### src/rtl/multicycle_ctrl.sv
// multicycle_ctrl: control FSM for a multi-cycle MIPS-subset datapath (IF/ID/EX/MEM/WB, HALT on fault).
// Latency: strobes and selects are combinational from State plus the latched class; 3-5 cycles per instruction plus memory waits.
// Backpressure: IF and MEM hold until MemReady; MEM_TIMEOUT consecutive unanswered requests halt the FSM.
//
// Optional feature macro: PERF_CNT_EN builds the CycleCnt/RetireCnt counters.
// When PERF_CNT_EN is not defined, both ports read 0.
//
// Ports:
//   Clock, Reset          rising-edge clock, synchronous active-low reset
//   Opcode, Funct         IR[31:26] and IR[5:0]; Funct is used only for the R-type legality check
//   Zero, MemReady        ALU zero flag, memory access completes this cycle
//   MemReq..PCSource      datapath strobes and mux selects, all forced to 0 while Reset=0
//   State                 IF=0 ID=1 EX=2 MEM=3 WB=4 HALT=7
//   Retire                one-cycle pulse on the last cycle of each instruction
//   Halted, FaultCode     in HALT; 01 illegal opcode/funct, 10 memory timeout
//   CycleCnt, RetireCnt   performance counters, frozen in HALT
module multicycle_ctrl #(
  parameter int MEM_TIMEOUT = 16,
  parameter int CNT_W       = 32
) (
  input  logic             Clock,
  input  logic             Reset,
  input  logic [5:0]       Opcode,
  input  logic [5:0]       Funct,
  input  logic             Zero,
  input  logic             MemReady,
  output logic             MemReq,
  output logic             IorD,
  output logic             MemRead,
  output logic             MemWrite,
  output logic             IRWrite,
  output logic             PCWrite,
  output logic             RegWrite,
  output logic             RegDst,
  output logic             MemtoReg,
  output logic             ALUSrcA,
  output logic [1:0]       ALUSrcB,
  output logic [1:0]       ALUOp,
  output logic [1:0]       PCSource,
  output logic [2:0]       State,
  output logic             Retire,
  output logic             Halted,
  output logic [1:0]       FaultCode,
  output logic [CNT_W-1:0] CycleCnt,
  output logic [CNT_W-1:0] RetireCnt
);

  typedef enum logic [2:0] {
    S_IF   = 3'd0,
    S_ID   = 3'd1,
    S_EX   = 3'd2,
    S_MEM  = 3'd3,
    S_WB   = 3'd4,
    S_HALT = 3'd7
  } state_t;

  typedef enum logic [2:0] {
    C_R    = 3'd0,
    C_LW   = 3'd1,
    C_SW   = 3'd2,
    C_BEQ  = 3'd3,
    C_J    = 3'd4,
    C_ADDI = 3'd5,
    C_ILL  = 3'd6
  } cls_t;

  localparam logic [1:0] FLT_NONE    = 2'b00;
  localparam logic [1:0] FLT_ILLEGAL = 2'b01;
  localparam logic [1:0] FLT_TIMEOUT = 2'b10;

  // Wide enough to hold MEM_TIMEOUT-1, the largest value reached before halting.
  localparam int          TO_W   = (MEM_TIMEOUT > 1) ? $clog2(MEM_TIMEOUT + 1) : 1;
  localparam bit          TO_EN  = (MEM_TIMEOUT > 0);
  localparam logic [31:0] TO_LIM = MEM_TIMEOUT;

  state_t          state, state_nx;
  cls_t            cls, dec_cls;
  logic [1:0]      fault, fault_nx;
  logic [TO_W-1:0] to_cnt;
  logic [31:0]     to_cnt_inc;
  logic            mem_wait;
  logic            to_hit;

  // Raw (pre-reset-gating) control values.
  logic       mem_req, iord, mem_read, mem_write, ir_write, pc_write;
  logic       reg_write, reg_dst, mem_to_reg, alu_src_a, retire;
  logic [1:0] alu_src_b, alu_op, pc_source;

  // Instruction decode; only consumed in ID, where the class gets latched.
  always_comb begin
    dec_cls = C_ILL;
    case (Opcode)
      6'b000000: begin
        if (Funct inside {6'b100000, 6'b100010, 6'b100100, 6'b100101, 6'b101010})
          dec_cls = C_R;
      end
      6'b100011: dec_cls = C_LW;
      6'b101011: dec_cls = C_SW;
      6'b000100: dec_cls = C_BEQ;
      6'b000010: dec_cls = C_J;
      6'b001000: dec_cls = C_ADDI;
      default:   dec_cls = C_ILL;
    endcase
  end

  // A wait cycle is any memory-phase cycle without MemReady; derived from the
  // state directly so the timeout path does not depend on the output logic.
  assign mem_wait   = ((state == S_IF) || (state == S_MEM)) && !MemReady;
  assign to_cnt_inc = 32'(to_cnt) + 32'd1;
  assign to_hit     = TO_EN && mem_wait && (to_cnt_inc == TO_LIM);

  always_comb begin
    state_nx   = state;
    fault_nx   = fault;
    mem_req    = 1'b0;
    iord       = 1'b0;
    mem_read   = 1'b0;
    mem_write  = 1'b0;
    ir_write   = 1'b0;
    pc_write   = 1'b0;
    reg_write  = 1'b0;
    reg_dst    = 1'b0;
    mem_to_reg = 1'b0;
    alu_src_a  = 1'b0;
    alu_src_b  = 2'b00;
    alu_op     = 2'b00;
    pc_source  = 2'b00;
    retire     = 1'b0;

    case (state)
      S_IF: begin
        mem_req   = 1'b1;
        mem_read  = 1'b1;
        alu_src_b = 2'b01;
        ir_write  = MemReady;
        pc_write  = MemReady;
        // MemReady takes priority over a timeout on the same cycle.
        if (MemReady) begin
          state_nx = S_ID;
        end else if (to_hit) begin
          state_nx = S_HALT;
          fault_nx = FLT_TIMEOUT;
        end
      end

      S_ID: begin
        alu_src_b = 2'b11;
        if (dec_cls == C_ILL) begin
          state_nx = S_HALT;
          fault_nx = FLT_ILLEGAL;
        end else begin
          state_nx = S_EX;
        end
      end

      S_EX: begin
        case (cls)
          C_R: begin
            alu_src_a = 1'b1;
            alu_op    = 2'b10;
            state_nx  = S_WB;
          end
          C_LW, C_SW: begin
            alu_src_a = 1'b1;
            alu_src_b = 2'b10;
            state_nx  = S_MEM;
          end
          C_ADDI: begin
            alu_src_a = 1'b1;
            alu_src_b = 2'b10;
            state_nx  = S_WB;
          end
          C_BEQ: begin
            alu_src_a = 1'b1;
            alu_op    = 2'b01;
            pc_source = 2'b01;
            pc_write  = Zero;
            retire    = 1'b1;
            state_nx  = S_IF;
          end
          C_J: begin
            pc_source = 2'b10;
            pc_write  = 1'b1;
            retire    = 1'b1;
            state_nx  = S_IF;
          end
          default: state_nx = S_IF;
        endcase
      end

      S_MEM: begin
        mem_req   = 1'b1;
        iord      = 1'b1;
        mem_read  = (cls == C_LW);
        mem_write = (cls == C_SW);
        if (MemReady) begin
          if (cls == C_LW) begin
            state_nx = S_WB;
          end else begin
            retire   = 1'b1;
            state_nx = S_IF;
          end
        end else if (to_hit) begin
          state_nx = S_HALT;
          fault_nx = FLT_TIMEOUT;
        end
      end

      S_WB: begin
        reg_write  = 1'b1;
        reg_dst    = (cls == C_R);
        mem_to_reg = (cls == C_LW);
        retire     = 1'b1;
        state_nx   = S_IF;
      end

      S_HALT: state_nx = S_HALT;

      default: state_nx = S_IF;
    endcase
  end

  always_ff @(posedge Clock) begin
    if (!Reset) begin
      state  <= S_IF;
      cls    <= C_R;
      fault  <= FLT_NONE;
      to_cnt <= '0;
    end else begin
      state <= state_nx;
      fault <= fault_nx;
      if (state == S_ID)
        cls <= dec_cls;
      // Any state change clears the wait count, so both IF and MEM start fresh.
      if (state_nx != state)
        to_cnt <= '0;
      else if (TO_EN && mem_wait)
        to_cnt <= to_cnt + TO_W'(1);
    end
  end

  // Reset overrides every strobe and select in the same cycle it is asserted.
  assign MemReq    = Reset & mem_req;
  assign IorD      = Reset & iord;
  assign MemRead   = Reset & mem_read;
  assign MemWrite  = Reset & mem_write;
  assign IRWrite   = Reset & ir_write;
  assign PCWrite   = Reset & pc_write;
  assign RegWrite  = Reset & reg_write;
  assign RegDst    = Reset & reg_dst;
  assign MemtoReg  = Reset & mem_to_reg;
  assign ALUSrcA   = Reset & alu_src_a;
  assign ALUSrcB   = Reset ? alu_src_b : 2'b00;
  assign ALUOp     = Reset ? alu_op    : 2'b00;
  assign PCSource  = Reset ? pc_source : 2'b00;
  assign Retire    = Reset & retire;
  assign State     = state;
  assign Halted    = (state == S_HALT);
  assign FaultCode = fault;

`ifdef PERF_CNT_EN
  logic [CNT_W-1:0] cycle_cnt, retire_cnt;

  always_ff @(posedge Clock) begin
    if (!Reset) begin
      cycle_cnt  <= '0;
      retire_cnt <= '0;
    end else if (state != S_HALT) begin
      cycle_cnt <= cycle_cnt + CNT_W'(1);
      if (retire)
        retire_cnt <= retire_cnt + CNT_W'(1);
    end
  end

  assign CycleCnt  = cycle_cnt;
  assign RetireCnt = retire_cnt;
`else
  assign CycleCnt  = '0;
  assign RetireCnt = '0;
`endif

endmodule

### config.mk
export PLATFORM = sky130hd
export DESIGN_NAME = multicycle_ctrl
export DESIGN_NICKNAME = d
export VERILOG_FILES = /design/src/rtl/multicycle_ctrl.sv
export SDC_FILE = /design/constraint.sdc
export NUM_CORES = 1
export LEC_CHECK = 0
export CAP_MARGIN = 0
export CORE_MARGIN = 2
export CORE_UTILIZATION = 36
export CTS_CLUSTER_DIAMETER = 50
export DETAILED_ROUTE_END_ITERATION = 6
export GPL_ROUTABILITY_DRIVEN = 1
export GPL_TIMING_DRIVEN = 0
export PLACE_DENSITY = 0.88
export SETUP_SLACK_MARGIN = 0.1
export SKIP_CTS_REPAIR_TIMING = 1
export SLEW_MARGIN = 0
export SYNTH_ARGS = -nofsm -noshare
export SYNTH_HDL_FRONTEND = slang
export SYNTH_SLANG_ARGS = --single-unit
### constraint.sdc
create_clock -name Clock -period 2.3 [get_ports Clock]
set_input_delay 0.46 -clock Clock [delete_from_list [all_inputs] [get_ports Clock]]
set_output_delay 0.46 -clock Clock [all_outputs]
set_load 0.01 [all_outputs]
After elaboration in Yosys (flattened, before gate mapping)
Cells that the tools add are included.

cells by class
  reductions and logical operators = 17
  muxes and demuxes = 38
  eq/ne operators = 26
  bitwise gates (word level) = 12
  add/subtract/negate cells = 2

operators by type and width
  kind                                                                   count
  6-bit equality test, second input constant                             7
  2-bit two-way mux                                                      9
  3-bit two-way mux                                                      6
  3-bit one-hot mux with 6 select lines                                  1
  3-bit equality test, second input constant                             5
  3-bit one-hot mux with 5 select lines                                  1
  3-bit by 2-bit equality test with 1-bit output, second input constant  4
  1-bit two-way mux                                                      12
  2-bit one-hot mux with 2 select lines                                  3
  1-bit AND                                                              11
  2-bit OR reduction                                                     5
  5-bit by 1-bit adder with 6-bit output, second input constant          1
  3-bit by 1-bit equality test with 1-bit output, second input constant  2
  6-bit by 2-bit equality test with 1-bit output, second input constant  1
  6-bit by 3-bit equality test with 1-bit output, second input constant  1
  6-bit by 4-bit equality test with 1-bit output, second input constant  1
  6-bit by 5-bit equality test with 1-bit output, second input constant  1
  3-bit logical NOT                                                      2
  6-bit logical NOT                                                      1
  1-bit one-hot mux with 2 select lines                                  3
  2-bit one-hot mux with 3 select lines                                  1
  3-bit one-hot mux with 2 select lines                                  1
  5-bit by 1-bit adder with 5-bit output, second input constant          1
  5-bit nonzero test                                                     1
  other kinds (12)                                                       14

storage, ports and cells
  input port bits = 16
  flip-flop bits (word level) = 13

Logic depth before layout (Yosys ltp)
Gate-level depths: netlist of run 1.

  word-level depth = 9
  gate-level depth with buffers = 6

Worst setup path after synthesis of run 1
OpenSTA, ideal clock, no wires.

  path type = input to register
  start point = input Opcode[3]
  end point = register to_cnt[0]
  library setup time = 0.092 ns
  buffers on the path = 0
  path slack = 0.303 ns
  arrival = 1.905 ns
  cell stages on the path = 5
  path through = maj3_2 or4_1 o2111a_2 o31a_1 nor4_1

between the ends
  cells in the longest elaborated chain, start to end = 7
  elaborated cells between the ends (all ways) = 12

RTL lines
  item                                                                          RTL line  source
  start: declaration                                                            23        input logic [5:0] Opcode,
  6-bit by 4-bit equality test with 1-bit output, or another cell as far along  92        case (Opcode)
  3-bit one-hot mux with 6 select lines *                                       92
  3-bit equality test *                                                         148       if (dec_cls == C_ILL) begin
  3-bit two-way mux *                                                           148
  3-bit one-hot mux with 5 select lines *                                       130       case (state)
  3-bit inequality test *                                                       235       if (state_nx != state)
  2-bit OR reduction (no source line) *                                         n/a
  end signal: assignment                                                        238       to_cnt <= to_cnt + TO_W'(1);
  end: declaration                                                              79        logic [TO_W-1:0] to_cnt;

Every way passes the cells marked *; elsewhere a longest branch is shown, timed or not.
A chain may end at the register's enable or synchronous reset.

Worst setup path in the final report of run 1
  start point = register state[2] (netlist: State[2])
  end point = output PCWrite

between the ends
  cells in the longest elaborated chain, start to end = 3
  elaborated cells between the ends (all ways) = 4

RTL lines
  item                                                                                 RTL line  source
  start: declaration                                                                   76        state_t state, state_nx;
  start signal: assignment                                                             230       state <= state_nx;
  3-bit by 2-bit equality test with 1-bit output or 3-bit logical NOT (tied branches)  130
  1-bit one-hot mux with 2 select lines *                                              130
  1-bit AND *                                                                          248       assign PCWrite = Reset & pc_write;
  end: declaration                                                                     32        output logic PCWrite,

Marked as above.

==> results_dict.tcl, run 1 <==
set metrics [dict create \
    hold_viol 0 \
    ir_drop_uv 321.2 \
    power_leakage_nw 1.310 \
    place_hpwl_um 3004 \
    synth_seq_cells 13 \
    hold_slack_ps 474.3 \
    antenna_found_initial 0 \
    cts_buffers 3 \
    min_period_ps 2387 \
    fmax_ghz 0.4190 \
    synth_area_leaders "buf_4 31%, dfxtp_1 17%, nor2_1 4.6%" \
    relSlewSlack 0.4547 \
    dr.pass1.iters 4 \
    io_buffers 38 \
    async_flop_share 0 \
    powerDensity_mw_per_mm2 756.8 \
    outcome "finished with violations" \
    layout_common_cells "70 x buf_4, 64 x conb_1, 26 x clkdlybuf4s50_1, 15 x nor2_1" \
    final_cell_count_no_fill 374 \
    layout_commonest_cell "buf_4" \
    area_growth_pct 55.67 \
    cts_root_buf "clkbuf_8" \
    core_mm2 0.004086 \
    timing.rr.end "to_cnt[0]" \
    synth_top_cell_by_area "buf_4" \
    setup_slack_ps -86.89 \
    hold_path.class "register to register" \
    drc 0 \
    fin_crit_sh 1.038 \
    worst_slew_pin_slew_ps 811.8 \
    syn_area_mm2 0.001555 \
    drv_cap 0 \
    n_antenna_cell 0 \
    slew_violations 0 \
    yosys_warnings 0 \
    fp.dieH_um 69.73 \
    io_pins 103 \
    cts.clk_slew.worst_paths_ps 50 \
    grt-ovfl-total 0 \
    yosys_most_used_dff "dfxtp_1" \
    post_drt_wl_per_cell_um 10.46 \
    clockBufferDepth 2 \
    num_vias 1636 \
    start_kind "register" \
    crit_required_ps 1840 \
    cp.arrival_ps 1930 \
    cp_max_fo 10 \
    rsz0062_at_grt "true" \
    ys_types 40 \
    htree_num_levels 1 \
    clock_sinks 13 \
    start_util 0.3806 \
    nets 343 \
    min_to "FaultCode[1]" \
    routed_wirelength_um 3912 \
    grt_max_degree 11 \
    drt_iter0_markers 56 \
    crit_type "register to output pin" \
    worstHoldStart "FaultCode[1]" \
    r2r_setup_slack_ps 350 \
    reg2reg_from "State[2]" \
    dieArea_mm2 0.004862 \
    cts_tree "done" \
    dpl_worst_slack_ps -449.1 \
    violations "setup timing" \
    drive_above_1_share 0.2901 \
    drt.antenna.violating_nets 0 \
    synth-edff-count 0 \
    rows 23 \
    synth_cells 214 \
    setup_tns_ps -236.2 \
    avgSynthCellArea_um2 7.267 \
    r2r_cells 5 \
    finalClockSkew_ps 4.716 \
    p_total_mw 1.832 \
    holdPathStages 2 \
    synth_seq_area_share 0.1673 \
    clock_latency_ps 250 \
    worstSetupEndpointType "output pin" \
    die_w_um 69.73 \
    grt_util_all_layers 0.1447 \
    grt_pass1_vias 1336 \
    grt_pass1_wl_um 5871 \
    yosysTopAreaCellShare 0.3089 \
    setup_viol 4 \
    place.gp.congestion 0.8806 \
    vias_per_cell 4.374 \
    dp_cells 365 \
]
per-stage QoR:
stage / cell area (um^2) / util
global route: 2421 / 0.5925
CTS: 2280 / 0.5579
floorplan: 1792 / -
detailed placement: 2235 / 0.5468
global placement: 2235 / 0.5468
finish: 2421 / 0.5925
layer usage:
layer,up-vias,GRT usage,part of all wire
li1,840,-,-
met1,716,0.1542,0.36
met2,71,0.2639,0.53
met3,9,0.03779,0.086
met4,0,0.06838,0.017
met5,-,0,0
area by class of cell:
type,count,area (um^2)
well taps,50,62.56
inverters,6,22.52
plain buffers,70,521.8
flip-flops and latches,13,262.8
multi-input cells,188,1059
fillers,350,1665
repair buffers,43,447.9
clock buffers,4,45.04
cells by family after synthesis:
kind of cell,after synthesis,share of synthesized area
buffers and inverters,76,0.3379
AO/OA/AOI/OAI,37,0.1601
XOR/XNOR,9,0.05069
other,1,0.002411
flip-flops,13,0.1673
AND/OR/NAND/NOR,71,0.2325
adder cells (fa/ha/maj),3,0.02333
multiplexers,4,0.02575
state kept, by name, summed over array words and instances (netlist names):
signal / count
FaultCode: 2
State: 3
to_cnt: 5
cls: 3
power breakdown:
group          switching (mW)  internal, mW
Clock                  0.0846         0.123
Combinational           0.694         0.607
Sequential             0.0385         0.285
Total                   0.817          1.01
synth_stat cells (3+ instances only):
cell	n
xor2_1	6
dfxtp_1	13
nor3_1	6
nor2_1	19
buf_4	64
o21ai_0	7
inv_1	4
nand2b_1	9
mux2i_1	4
nand3b_1	3
xnor2_1	3
clkbuf_1	4
nor4_1	8
a21oi_1	9
o211ai_1	3
nand2_1	13
a31oi_1	8
worst max-delay path by stage:
stage                    from   endpoint  cells after the start
floorplan           Opcode[3]  to_cnt[0]                      5
global placement    Opcode[3]  to_cnt[4]                      6
detailed placement  Opcode[3]  to_cnt[2]                      6
CTS                     Reset   ALUOp[1]                      5
global route         State[2]    PCWrite                      6
finish               State[2]    PCWrite                      6
critical path: stages, from the launching register on:
cell and delay, ps:
dfxtp_1 300, clkbuf_2 200, nor2_4 160, nand3_1 170
nor2_2 170, a32o_1 140, clkdlybuf4s50_1 540
No activity file was read; power rests on OpenSTA's default activity.
==> run 2, diff against run 1 <==
--- a/config.mk
+++ b/config.mk
@@ -10,7 +10,7 @@
 export CORE_UTILIZATION = 36
 export CTS_CLUSTER_DIAMETER = 50
 export DETAILED_ROUTE_END_ITERATION = 6
-export GPL_ROUTABILITY_DRIVEN = 1
+export GPL_ROUTABILITY_DRIVEN = 0
 export GPL_TIMING_DRIVEN = 0
 export PLACE_DENSITY = 0.88
 export SETUP_SLACK_MARGIN = 0.1
==> results of run 2 <==
Same layout as run 1: the final DEF is identical, and so are final timing and power.
==> run 3, diff against run 2 <==
--- a/config.mk
+++ b/config.mk
@@ -6,7 +6,6 @@
 export NUM_CORES = 1
 export LEC_CHECK = 0
 export CAP_MARGIN = 0
-export CORE_MARGIN = 2
 export CORE_UTILIZATION = 36
 export CTS_CLUSTER_DIAMETER = 50
 export DETAILED_ROUTE_END_ITERATION = 6
==> run 3 against run 2 <==
Net effect:
- the run still ends with setup timing left
- die area decreased by 5.7%
- global-route usage is 0.79 points higher
- setup slack better by 41 ps
- sequential share of layout area about the same
- routed wire length decreased by 1.2%
- sequential cell count unchanged
- register-to-register slack got worse by 90 ps
- fmax is 1.7% higher
- critical endpoint is now Retire
==> results_dict.tcl, run 3 (same netlist as run 1, synthesis figures left out) <==
set metrics [dict create \
    cts_buffers 3 \
    endpoint "Retire" \
    power_leakage_nw 1.341 \
    grt_pass1_wl_um 5382 \
    dr.pass1.iters 4 \
    cpMaxStageDelayCell "clkdlybuf4s50_1" \
    grt-ovfl-total 0 \
    grt_pass1_vias 1309 \
    grt_max_degree 11 \
    cp_max_fo 10 \
    largest_reg_flops 5 \
    use_met2 0.2785 \
    dpl_worst_slack_ps -426.8 \
    cts.clk_slew.worst_paths_ps 60 \
    drive_above_1_share 0.2960 \
    critPathBufInv 2 \
    drt_iter0_markers 90 \
    top_register "to_cnt" \
    clockBufferDepth 2 \
    routed_wirelength_um 3866 \
    layout_common_cells "67 x buf_4, 64 x conb_1, 23 x clkdlybuf4s50_1, 16 x nor2_1, 14 x dlymetal6s2s_1" \
    timing.rr.end "to_cnt[0]" \
    die_w_um 67.73 \
    start_util 0.3806 \
    setup_viol 1 \
    htree_num_levels 1 \
    core_mm2 0.004086 \
    fp.dieH_um 67.73 \
    cp.arrival_ps 1890 \
    path_cells "buf_6 -> nand2_2 -> o31ai_2 -> a31oi_1 -> nor2_1 -> clkdlybuf4s50_1" \
    worst_slew_pin_slew_ps 834.0 \
    cp-startpoint "State[0]" \
    rows 23 \
    fmax_ghz 0.4262 \
    drt.antenna.violating_nets 0 \
    setup_slack_ps -46.09 \
    hold_slack_ps 482.6 \
    layout_commonest_cell "buf_4" \
    clock_latency_ps 250 \
    min_period_ps 2346 \
    crit_type "register to output pin" \
    powerDensity_mw_per_mm2 744.3 \
    slew_violations 0 \
    cp_top_family "buffers and inverters" \
    start_kind "register" \
    n_antenna_cell 0 \
    io_pins 103 \
    clock_sinks 13 \
    io_buffers 38 \
    vias_per_cell 4.404 \
    worstSetupPathDepth 6 \
    drc 0 \
    hold_path.class "register to register" \
    antenna_found_initial 0 \
    grt-busiest-layer "met2" \
    r2r_setup_slack_ps 260 \
    relSlewSlack 0.4398 \
    setup_tns_ps -46.09 \
    fin_crit_sh 1.020 \
    outcome "finished with violations" \
    rsz0062_at_grt "true" \
    hold_viol 0 \
    ir_drop_uv 356.3 \
    crit_required_ps 1840 \
    place_hpwl_um 2979 \
    worstSetupEndpointType "output pin" \
    place_area_mm2 0.002235 \
    cts_root_buf "clkbuf_8" \
    r2r_cells 5 \
    nets 340 \
    stdcell_area_mm2 0.002411 \
    met1_usage 0.1618 \
    grt_util_all_layers 0.1526 \
    post_drt_wl_per_cell_um 10.42 \
    area_growth_pct 55.03 \
    cts_tree "done" \
    finalClockSkew_ps 10.12 \
    drv_cap 0 \
    num_vias 1634 \
    violations "setup timing" \
    grt_use_met3 0.03716 \
    reg2reg_from "State[0]" \
    dieArea_mm2 0.004587 \
    cp_slowest_stage_delay_ps 540 \
]
-- run 3: per-stage QoR --
step,std cells,power [mW],utilization
after detailed placement,365,1.401,0.5468
after floorplan,277,1.055,-
after CTS,369,1.611,0.5579
after global placement,365,1.374,0.5468
final,371,1.794,0.5900
after global routing,371,1.920,0.5900
-- run 3: where the power goes --
| part | switching, mW | internal, mW | total (mW) |
|---|---|---|---|
| clock | 0.0871 | 0.123 | 0.210 |
| combinational | 0.688 | 0.571 | 1.26 |
| sequential | 0.0426 | 0.283 | 0.325 |
-- run 3: area by class of cell --
type / count / area (um^2)
Fill cell: 378 / 1675
Multi-Input combinational cell: 188 / 1072
Clock buffer: 4 / 45.04
Sequential cell: 13 / 261.5
Inverter: 6 / 22.52
Timing Repair Buffer: 40 / 425.4
Tap cell: 50 / 62.56
Buffer: 70 / 521.8
-- run 3: tightest hold or removal path: stages, from the launching register on --
cell      delay, ps
dfxtp_1         310
nand2b_1         60
a21oi_1          60
-- run 3: worst min path at each step --
stage | from | endpoint | slack, ps | depth (start not counted)
floorplan | FaultCode[1] | FaultCode[1] | 490 | 2
global placement | FaultCode[1] | FaultCode[1] | 470 | 2
detailed placement | FaultCode[1] | FaultCode[1] | 470 | 2
CTS | FaultCode[1] | FaultCode[1] | 480 | 2
global route | FaultCode[1] | FaultCode[1] | 520 | 2
finish | FaultCode[1] | FaultCode[1] | 480 | 2
-- run 3: metal layers --
| layer | vias up | wire [um] |
|---|---|---|
| met5 | - | 0 |
| met4 | 0 | 53 |
| met3 | 8 | 327 |
| met2 | 75 | 2124 |
| met1 | 721 | 1361 |
| li1 | 830 | - |
